<file path="config.mk">
export PLATFORM = sky130hd
export DESIGN_NAME = exec_alu_unit_flat
export DESIGN_NICKNAME = d
export VERILOG_FILES = /design/src/rtl/exec_alu_unit_if.sv /design/src/rtl/exec_alu_unit.sv /design/src/flat_wrapper.sv
export SDC_FILE = /design/constraint.sdc
export NUM_CORES = 1
export LEC_CHECK = 0
export BUFFER_PORTS_ARGS = -buffer_cell sky130_fd_sc_hd__buf_2
export CORE_ASPECT_RATIO = 0.5
export CORE_MARGIN = 2
export CORE_UTILIZATION = 39
export DETAILED_ROUTE_END_ITERATION = 12
export PLACE_DENSITY = 0.74
export SKIP_LAST_GASP = 1
export SYNTH_ARGS = -nofsm -noshare
export SYNTH_HDL_FRONTEND = slang
export SYNTH_SLANG_ARGS = --single-unit
</file>
<file path="constraint.sdc">
create_clock -name clk -period 13.4 [get_ports clk]
set_input_delay 2.68 -clock clk [delete_from_list [all_inputs] [get_ports clk]]
set_output_delay 2.68 -clock clk [all_outputs]
set_load 0.01 [all_outputs]
</file>
<file path="src/rtl/exec_alu_unit_if.sv">
// exec_alu_unit_if
// Groups the execute-stage operand, decode and result signals into one bundle.
//   master modport : the control/datapath side that supplies operands and reads results
//   slave modport  : the exec_alu_unit itself
// Signals:
//   alu_op, funct            decode inputs (ALUOp, instruction[5:0])
//   operand_a, operand_b     ALU operands
//   add_a, add_b             free-standing adder operands
//   in_valid                 qualifies operands for the registered stage
//   alu_sel, alu_result, zf  combinational ALU outputs
//   add_result               combinational adder output
//   result_q, zf_q, out_valid registered copy of the ALU outputs
interface exec_alu_unit_if #(
    parameter int WIDTH = 32
);
    logic [2:0]       alu_op;
    logic [5:0]       funct;
    logic [WIDTH-1:0] operand_a;
    logic [WIDTH-1:0] operand_b;
    logic [WIDTH-1:0] add_a;
    logic [WIDTH-1:0] add_b;
    logic             in_valid;
    logic [3:0]       alu_sel;
    logic [WIDTH-1:0] alu_result;
    logic             zf;
    logic [WIDTH-1:0] add_result;
    logic [WIDTH-1:0] result_q;
    logic             zf_q;
    logic             out_valid;

    modport master (
        output alu_op, funct, operand_a, operand_b, add_a, add_b, in_valid,
        input  alu_sel, alu_result, zf, add_result, result_q, zf_q, out_valid
    );

    modport slave (
        input  alu_op, funct, operand_a, operand_b, add_a, add_b, in_valid,
        output alu_sel, alu_result, zf, add_result, result_q, zf_q, out_valid
    );
endinterface

</file>
<file path="src/rtl/exec_alu_unit.sv">
// exec_alu_unit
// Execute-stage arithmetic block of the single-cycle MIPS-style datapath:
// ALU control decoder, 32-bit ALU with zero flag, and a free-standing adder
// (PC+4 / branch target). Datapath outputs are combinational; a registered
// copy of result/zero is kept for pipelined consumers.
// Ports:
//   clk    rising-edge clock for the registered stage
//   reset  synchronous, active-high; clears result_q, zf_q, out_valid
//   bus    exec_alu_unit_if.slave carrying operands, decode inputs and results
module exec_alu_unit #(
    parameter int WIDTH = 32
) (
    input  logic              clk,
    input  logic              reset,
    exec_alu_unit_if.slave    bus
);

    typedef enum logic [3:0] {
        SEL_AND = 4'b0000,
        SEL_OR  = 4'b0001,
        SEL_ADD = 4'b0010,
        SEL_XOR = 4'b0011,
        SEL_SUB = 4'b0110,
        SEL_SLT = 4'b0111,
        SEL_NOR = 4'b1100
    } alu_sel_e;

    alu_sel_e         sel;
    logic [WIDTH-1:0] result;
    logic             slt_bit;

    // ALU control decoder: ALUOp picks a fixed operation except for R-type,
    // where funct chooses. Every path falls back to ADD so no code yields X.
    always_comb begin
        sel = SEL_ADD;
        unique case (bus.alu_op)
            3'b000: sel = SEL_ADD;
            3'b001: sel = SEL_SUB;
            3'b010: begin
                case (bus.funct)
                    6'b100000: sel = SEL_ADD;
                    6'b100010: sel = SEL_SUB;
                    6'b100100: sel = SEL_AND;
                    6'b100101: sel = SEL_OR;
                    6'b100110: sel = SEL_XOR;
                    6'b100111: sel = SEL_NOR;
                    6'b101010: sel = SEL_SLT;
                    default:   sel = SEL_ADD;
                endcase
            end
            3'b011: sel = SEL_AND;
            3'b100: sel = SEL_OR;
            3'b101: sel = SEL_SLT;
            default: sel = SEL_ADD;
        endcase
    end

    // SLT uses a true signed compare rather than the sign of a-b, so it stays
    // correct when the subtraction would overflow.
    assign slt_bit = $signed(bus.operand_a) < $signed(bus.operand_b);

    // ALU datapath; ADD/SUB wrap silently and unused select codes act as ADD.
    always_comb begin
        result = bus.operand_a + bus.operand_b;
        case (sel)
            SEL_AND: result = bus.operand_a & bus.operand_b;
            SEL_OR:  result = bus.operand_a | bus.operand_b;
            SEL_ADD: result = bus.operand_a + bus.operand_b;
            SEL_XOR: result = bus.operand_a ^ bus.operand_b;
            SEL_SUB: result = bus.operand_a - bus.operand_b;
            SEL_SLT: result = {{(WIDTH-1){1'b0}}, slt_bit};
            SEL_NOR: result = ~(bus.operand_a | bus.operand_b);
            default: result = bus.operand_a + bus.operand_b;
        endcase
    end

    assign bus.alu_sel    = sel;
    assign bus.alu_result = result;
    assign bus.zf         = (result == '0);
    assign bus.add_result = bus.add_a + bus.add_b;

    // Registered stage: capture the ALU outputs only when qualified, otherwise
    // hold them; out_valid simply tracks in_valid one cycle late. Reset wins.
    always_ff @(posedge clk) begin
        if (reset) begin
            bus.result_q  <= '0;
            bus.zf_q      <= 1'b0;
            bus.out_valid <= 1'b0;
        end else begin
            if (bus.in_valid) begin
                bus.result_q <= result;
                bus.zf_q     <= (result == '0);
            end
            bus.out_valid <= bus.in_valid;
        end
    end

endmodule

</file>
<file path="src/flat_wrapper.sv">
// flat-port wrapper written by rule: the top's interface ports become plain ports
module exec_alu_unit_flat 
#(
    parameter int WIDTH = 32
)
  (clk, reset, bus_alu_op, bus_funct, bus_operand_a, bus_operand_b, bus_add_a, bus_add_b, bus_in_valid, bus_alu_sel, bus_alu_result, bus_zf, bus_add_result, bus_result_q, bus_zf_q, bus_out_valid);
  exec_alu_unit_if #(.WIDTH(WIDTH)) bus_i ();
  input  logic clk;
  input  logic reset;
  input wire logic [$bits(bus_i.alu_op)-1:0] bus_alu_op;
  input wire logic [$bits(bus_i.funct)-1:0] bus_funct;
  input wire logic [$bits(bus_i.operand_a)-1:0] bus_operand_a;
  input wire logic [$bits(bus_i.operand_b)-1:0] bus_operand_b;
  input wire logic [$bits(bus_i.add_a)-1:0] bus_add_a;
  input wire logic [$bits(bus_i.add_b)-1:0] bus_add_b;
  input wire logic [$bits(bus_i.in_valid)-1:0] bus_in_valid;
  output wire logic [$bits(bus_i.alu_sel)-1:0] bus_alu_sel;
  output wire logic [$bits(bus_i.alu_result)-1:0] bus_alu_result;
  output wire logic [$bits(bus_i.zf)-1:0] bus_zf;
  output wire logic [$bits(bus_i.add_result)-1:0] bus_add_result;
  output wire logic [$bits(bus_i.result_q)-1:0] bus_result_q;
  output wire logic [$bits(bus_i.zf_q)-1:0] bus_zf_q;
  output wire logic [$bits(bus_i.out_valid)-1:0] bus_out_valid;
  assign bus_i.alu_op = bus_alu_op;
  assign bus_i.funct = bus_funct;
  assign bus_i.operand_a = bus_operand_a;
  assign bus_i.operand_b = bus_operand_b;
  assign bus_i.add_a = bus_add_a;
  assign bus_i.add_b = bus_add_b;
  assign bus_i.in_valid = bus_in_valid;
  assign bus_alu_sel = bus_i.alu_sel;
  assign bus_alu_result = bus_i.alu_result;
  assign bus_zf = bus_i.zf;
  assign bus_add_result = bus_i.add_result;
  assign bus_result_q = bus_i.result_q;
  assign bus_zf_q = bus_i.zf_q;
  assign bus_out_valid = bus_i.out_valid;
  exec_alu_unit #(.WIDTH(WIDTH)) u_core (.clk(clk), .reset(reset), .bus(bus_i));
endmodule
</file>
==> results of run 1 <==
## final timing paths
check | end | slack [ns] | cells after the start
worst max register to register | u_core.bus.result_q[29]$_SDFFE_PP0P_ | 12.55 | 2
worst max-delay path | bus_zf | 3.10 | 19
worst min register to register | u_core.bus.result_q[26]$_SDFFE_PP0P_ | 0.48 | 2
worst min-delay path | u_core.bus.result_q[26]$_SDFFE_PP0P_ | 0.48 | 2
## cell usage in the layout, fill, tap and decap left out, types with 33 or more instances in the layout
cell type and n:
dfxtp_1 34, nand2_1 69, o21ai_0 66, xnor2_1 33, nor2_1 125, nor3_1 50, a21oi_1 84, ha_1 128
buf_2 242, inv_1 122
## metal layers
metal / part of all wire [%] / global-route usage [%]
met3: 11 / 6.01
met4: 2.5 / 8.05
met2: 44 / 47.6
met5: 0.038 / 0
met1: 42 / 36.8
## sequential cells by signal, indices dropped and copies added, names as in the netlist
name	flops
u_core.bus.result_q	32
u_core.bus.out_valid	1
u_core.bus.zf_q	1
## metrics by stage
step	instances	utilization [%]
floorplan	1184	-
CTS	1673	48.2
finish	1674	48.2
global placement	1665	47.3
detailed placement	1665	47.3
global route	1674	48.2
## cell type report
| cell class | count | area, µm² | area share [%] |
|---|---|---|---|
| diodes | 1 | 2.50 | 0.0250 |
| clock buffers | 5 | 125 | 1.25 |
| clock inverters | 3 | 68.8 | 0.687 |
| inverters | 126 | 480 | 4.79 |
| multi-input cells | 974 | 6990 | 69.8 |
| flip-flops and latches | 34 | 681 | 6.79 |
| well taps | 273 | 342 | 3.41 |
| repair buffers | 258 | 1330 | 13.3 |
## worst reg2reg max path, stage by stage (launching register included)
cell and delay (ns):
dfxtp_1 0.30, or2_2 0.29, o211a_1 0.15
## cells by family (layout without fill, tap and decap cells)
| logic type | Yosys count | after routing | synth area share, % |
|---|---|---|---|
| adders and majority gates | 131 | 131 | 19.8 |
| AOI/OAI and AO/OA | 394 | 394 | 34.1 |
| and+or+nand+nor | 392 | 392 | 23.3 |
| DFF | 34 | 34 | 8.13 |
| other | 0 | 1 | 0 |
| muxes | 15 | 15 | 1.81 |
| xor gates and xnor gates | 42 | 42 | 4.39 |
| buffers and inverters | 176 | 392 | 8.44 |
## power breakdown
group / internal (mW) / total (mW) / switching (mW)
registers: 0.112 / 0.118 / 0.00596
logic: 0.200 / 0.529 / 0.329
clock network: 0.107 / 0.152 / 0.0449
==> impl_metrics.tcl, run 1 <==
set metrics [dict create \
    status "finished clean" \
    critical_path_class "input pin to output pin" \
    total_leakage_power_nw 4.82 \
    port-buffer-count 242 \
    final-setup-viol-count 0 \
    dp_hpwl_mm 27.2 \
    finalHoldViolCount 0 \
    groute.usage.overall_pct 28.4 \
    hold_slack_ns 0.482 \
    synth-warning-count 0 \
    yosysTopAreaCellShare_pct 19.1 \
    crit_chain "buf_2 > inv_1 > ha_1 > or4b_4 > nor2_1 > a21oi_2 > buf_4 > clkinv_1 > buf_4 > o21ai_1 > buf_4 > nand2_1 > o21ai_0 > a221oi_2 > nand4_1 > nor4_1 > nand4_1 > nor3_1 > buf_2" \
    ir_worst_vdd_uv 58.5 \
    setup.worst_path.start_class "input pin" \
    crit_family "simple AND/OR/NAND/NOR gates" \
    root_buffer "clkbuf_16" \
    fin_ws_ns 3.10 \
    synth_enable_flop_cells 0 \
    via_count_of_the_first_global_routing_pass 9548 \
    die_h_um 108 \
    tritoncts "yes" \
    maxCapViolations 0 \
    finalSetupTns_ns 0 \
    syn-instance-count 1184 \
    tightest_slew_ns 1.39 \
    p_per_area_nw_per_um2 79.6 \
    max-slew-margin-rel_pct 6.73 \
    dominantRegCellSynth "dfxtp_1" \
    antenna_left 0 \
    synthesis.area_per_instance_um2 7.07 \
    grt_setup_unrepaired "no" \
    dr.pass1.iters 8 \
    cts-resized-gates 0 \
    yosysTopAreaCell "ha_1" \
    async_reset_ff_share_pct 0 \
    worstPathArrival_ns 7.62 \
    cts_hold_buf 0 \
    routed_via_density 6.16 \
    count_of_buffers_added_by_post_cts_timing_repair_for_setup 0 \
    clock_insertion_delay_worst_skew_ns 0.28 \
    critical_path_peak_fanout 34 \
    min_path_type "flip-flop to flip-flop" \
    max_stage_delay_ns 0.57 \
    finalMaxSlewViolations 0 \
    globalRouteOverflowTotal 0 \
    netlist_area_um2 8370 \
    dpl_worst_slack_ns 3.25 \
    chipWidth_um 211 \
    worst-path-buf-inv 7 \
    design.core.area_um2 20800 \
    synth_fp_nets 1455 \
    min_period_over_period_pct 76.9 \
    ys_types 93 \
    synthMostInstantiatedCell "ha_1" \
    dieArea_um2 22700 \
    gp_congestion 1.03 \
    critical_path.reg2reg.startpoint "u_core.bus.result_q[29]$_SDFFE_PP0P_" \
    max-clock-path-buffers 2 \
    clock_sinks 34 \
    finalNetCount 1670 \
    synth.ff_latch_count 34 \
    dpl-instance-area_um2 9830 \
    initial_utilization_pct 40.3 \
    yosysSeqAreaShare_pct 8.13 \
    finish.instance_area_um2 10000 \
    clock_skew_ns 0 \
    drc 0 \
    design.portCount 243 \
    post_route_cells_drive_above_1_share_pct 21.8 \
    drt_wl_total_mm 34.0 \
    critPathMostFrequentCell "buf_4" \
    fillCellCount 2034 \
    area_growth_pct 19.7 \
    synth_commonest_cells "128 x ha_1, 126 x nor2_1, 122 x inv_1, 84 x a21oi_1, 69 x nand2_1" \
    cts_buffers 5 \
    worst_setup_hold_path_clk_slew_ns 0.05 \
    grt_start_max_net_pins 43 \
    cts_max_level 2 \
    design_power_total_mw 0.798 \
    slowest_cell_on_the_critical_path "nand2_1" \
    synth_area_leaders "ha_1 19%, dfxtp_1 8.1%, nor2_1 5.6%" \
    required_ns 10.72 \
    vias 10300 \
    grt_first_pass_wirelength_mm 51.6 \
    count_of_routing_violations_after_the_opening_detailed_route_iteration 1493 \
    routed_wirelength_normalized_by_instance_count_um 20.3 \
    fin_crit_ns 10.30 \
    crit_start "bus_alu_op[1]" \
    number_of_cell_rows 37 \
    initial_antenna_violation_count 2 \
    cp-end-kind "output pin" \
    hp-start "u_core.bus.result_q[26]$_SDFFE_PP0P_" \
    fmax_ghz 0.0970 \
]
Note: power is estimated with default switching activity, not from simulation.
==> inputs of run 2 (changes only) <==
==> constraint.sdc (replaced) <==
create_clock -name clk -period 10.4 [get_ports clk]
set_input_delay 2.08 -clock clk [delete_from_list [all_inputs] [get_ports clk]]
set_output_delay 2.08 -clock clk [all_outputs]
set_load 0.01 [all_outputs]
==> run 2 against run 1 <==
Critical path depth decreased by 1. Count of clock-buffer cells in the layout unchanged. Largest cell class unchanged. Clock skew is the same. Cell area shrank 0.18%. Non-clock buffer count decreased by 2.
==> impl_metrics.tcl, run 2 (same netlist as run 1, synthesis figures left out) <==
set metrics [dict create \
    cts_buffers 5 \
    hold-path-endpoint "u_core.bus.result_q[17]$_SDFFE_PP0P_" \
    root_buffer "clkbuf_16" \
    number_of_cell_rows 37 \
    max-slew-margin-rel_pct 15.9 \
    clock_skew_ns 0 \
    most-common-layout-cells "242 x buf_2, 128 x ha_1, 125 x nor2_1" \
    fin_crit_ns 8.58 \
    timing.reg2reg.setup_slack_ns 9.56 \
    tightest_slew_ns 1.25 \
    design.portCount 243 \
    drc 0 \
    finalHoldViolCount 0 \
    required_ns 8.32 \
    clock_insertion_delay_worst_skew_ns 0.28 \
    finalMaxSlewViolations 0 \
    vias 10200 \
    groute.usage.overall_pct 27.9 \
    grt_first_pass_wirelength_mm 50.7 \
    dpl_worst_slack_ns 1.93 \
    die_h_um 108 \
    worst_setup_hold_path_clk_slew_ns 0.06 \
    top_register "u_core.bus.result_q" \
    dieArea_um2 22700 \
    registers_with_the_highest_flip_flop_counts "u_core.bus.result_q: 32 flops, u_core.bus.out_valid: 1 flops, u_core.bus.zf_q: 1 flops" \
    ir_worst_vdd_uv 69.5 \
    design.core.area_um2 20800 \
    layout.core_utilization_pct 48.1 \
    dp_hpwl_mm 26.7 \
    fillCellCount 2111 \
    gp_congestion 0.982 \
    multi_input_area_um2 6990 \
    mostFrequentLayoutCell "buf_2" \
    routed_wirelength_normalized_by_instance_count_um 20.0 \
    hp-start "u_core.bus.result_q[17]$_SDFFE_PP0P_" \
    cp-end-kind "output pin" \
    chipWidth_um 211 \
    grt_setup_unrepaired "no" \
    finalNetCount 1668 \
    min_period_over_period_pct 82.5 \
    fmax_ghz 0.117 \
    cts_max_level 2 \
    initial_antenna_violation_count 2 \
    critical_path.reg2reg.startpoint "u_core.bus.result_q[29]$_SDFFE_PP0P_" \
    fin_ws_ns 1.82 \
    count_of_routing_violations_after_the_opening_detailed_route_iteration 1564 \
    setup.worst_path.start_class "input pin" \
    hold_slack_ns 0.482 \
    final-setup-viol-count 0 \
    drt_wl_total_mm 33.4 \
    dr.pass1.iters 7 \
    design_power_total_mw 1.03 \
    total_leakage_power_nw 4.81 \
    tritoncts "yes" \
    worstPathArrival_ns 6.50 \
    cts-resized-gates 0 \
    maxCapViolations 0 \
    critical_path_peak_fanout 31 \
    worst_r2r_endpoint "u_core.bus.result_q[29]$_SDFFE_PP0P_" \
    count_of_buffers_added_by_post_cts_timing_repair_for_setup 0 \
    antenna_left 0 \
    rr_worst_depth 2 \
    finalSetupTns_ns 0 \
    largest_reg_flops 32 \
    critical_path_class "input pin to output pin" \
    crit_start "bus_alu_op[1]" \
    status "finished clean" \
    min_path_type "flip-flop to flip-flop" \
    area_growth_pct 19.5 \
    p_per_area_nw_per_um2 103 \
    cts_hold_buf 0 \
    max-clock-path-buffers 2 \
    globalRouteOverflowTotal 0 \
    port-buffer-count 242 \
    via_count_of_the_first_global_routing_pass 9505 \
    regArea_um2 681 \
    initial_utilization_pct 40.3 \
    routed_via_density 6.13 \
    antenna_cells_inserted 0 \
    hold-path-cell-count 2 \
    grt_start_max_net_pins 43 \
    post_route_cells_drive_above_1_share_pct 21.7 \
    clock_sinks 34 \
]
-- run 2: through the flow --
stage                     instance area, µm²  cells
after global placement                  9810   1663
after floorplan                         8370   1184
after detailed placement                9810   1663
after CTS                              10000   1671
after global routing                   10000   1671
final                                  10000   1671
-- run 2: report_power, final --
part | switching (mW) | leakage, nW | internal, mW
logic | 0.422 | 4.44 | 0.256
clock network | 0.0589 | 0.0940 | 0.138
registers | 0.00777 | 0.282 | 0.144
total | 0.489 | 4.81 | 0.538
-- run 2: critical path, cell delays in order --
cell	delay, ns
buf_2	0.12
inv_1	0.05
ha_1	0.33
or4b_4	0.53
nor2_1	0.29
a21oi_2	0.11
clkinv_1	0.12
buf_4	0.37
nor2_2	0.17
buf_4	0.27
a21oi_1	0.23
o221ai_1	0.16
a21oi_1	0.43
or3b_1	0.45
nor4_2	0.15
nand4_1	0.21
nor3_1	0.22
buf_2	0.17
-- run 2: layer usage --
metal | global-route usage [%] | up-vias | part of all wire (%) | wire (µm)
li1 | - | 4801 | - | -
met1 | 37.8 | 4758 | 43 | 14300
met2 | 46.1 | 602 | 44 | 14800
met3 | 3.27 | 77 | 9.7 | 3260
met4 | 9.31 | 4 | 3.0 | 990
met5 | 0 | - | 0.081 | 27
-- run 2: cell type report --
cell class              instances  share of cell area, %
multi-input cells             974                   69.9
repair buffers                256                   13.2
flip-flops and latches         34                   6.80
inverters                     126                   4.80
well taps                     273                   3.41
clock buffers                   5                   1.25
clock inverters                 3                  0.688
-- run 2: how the worst max path moves through the flow --
| stage | end |
|---|---|
| after floorplan | bus_zf |
| after global placement | bus_zf |
| after detailed placement | bus_zf |
| after CTS | bus_zf |
| after global routing | bus_zf |
| final | bus_zf |
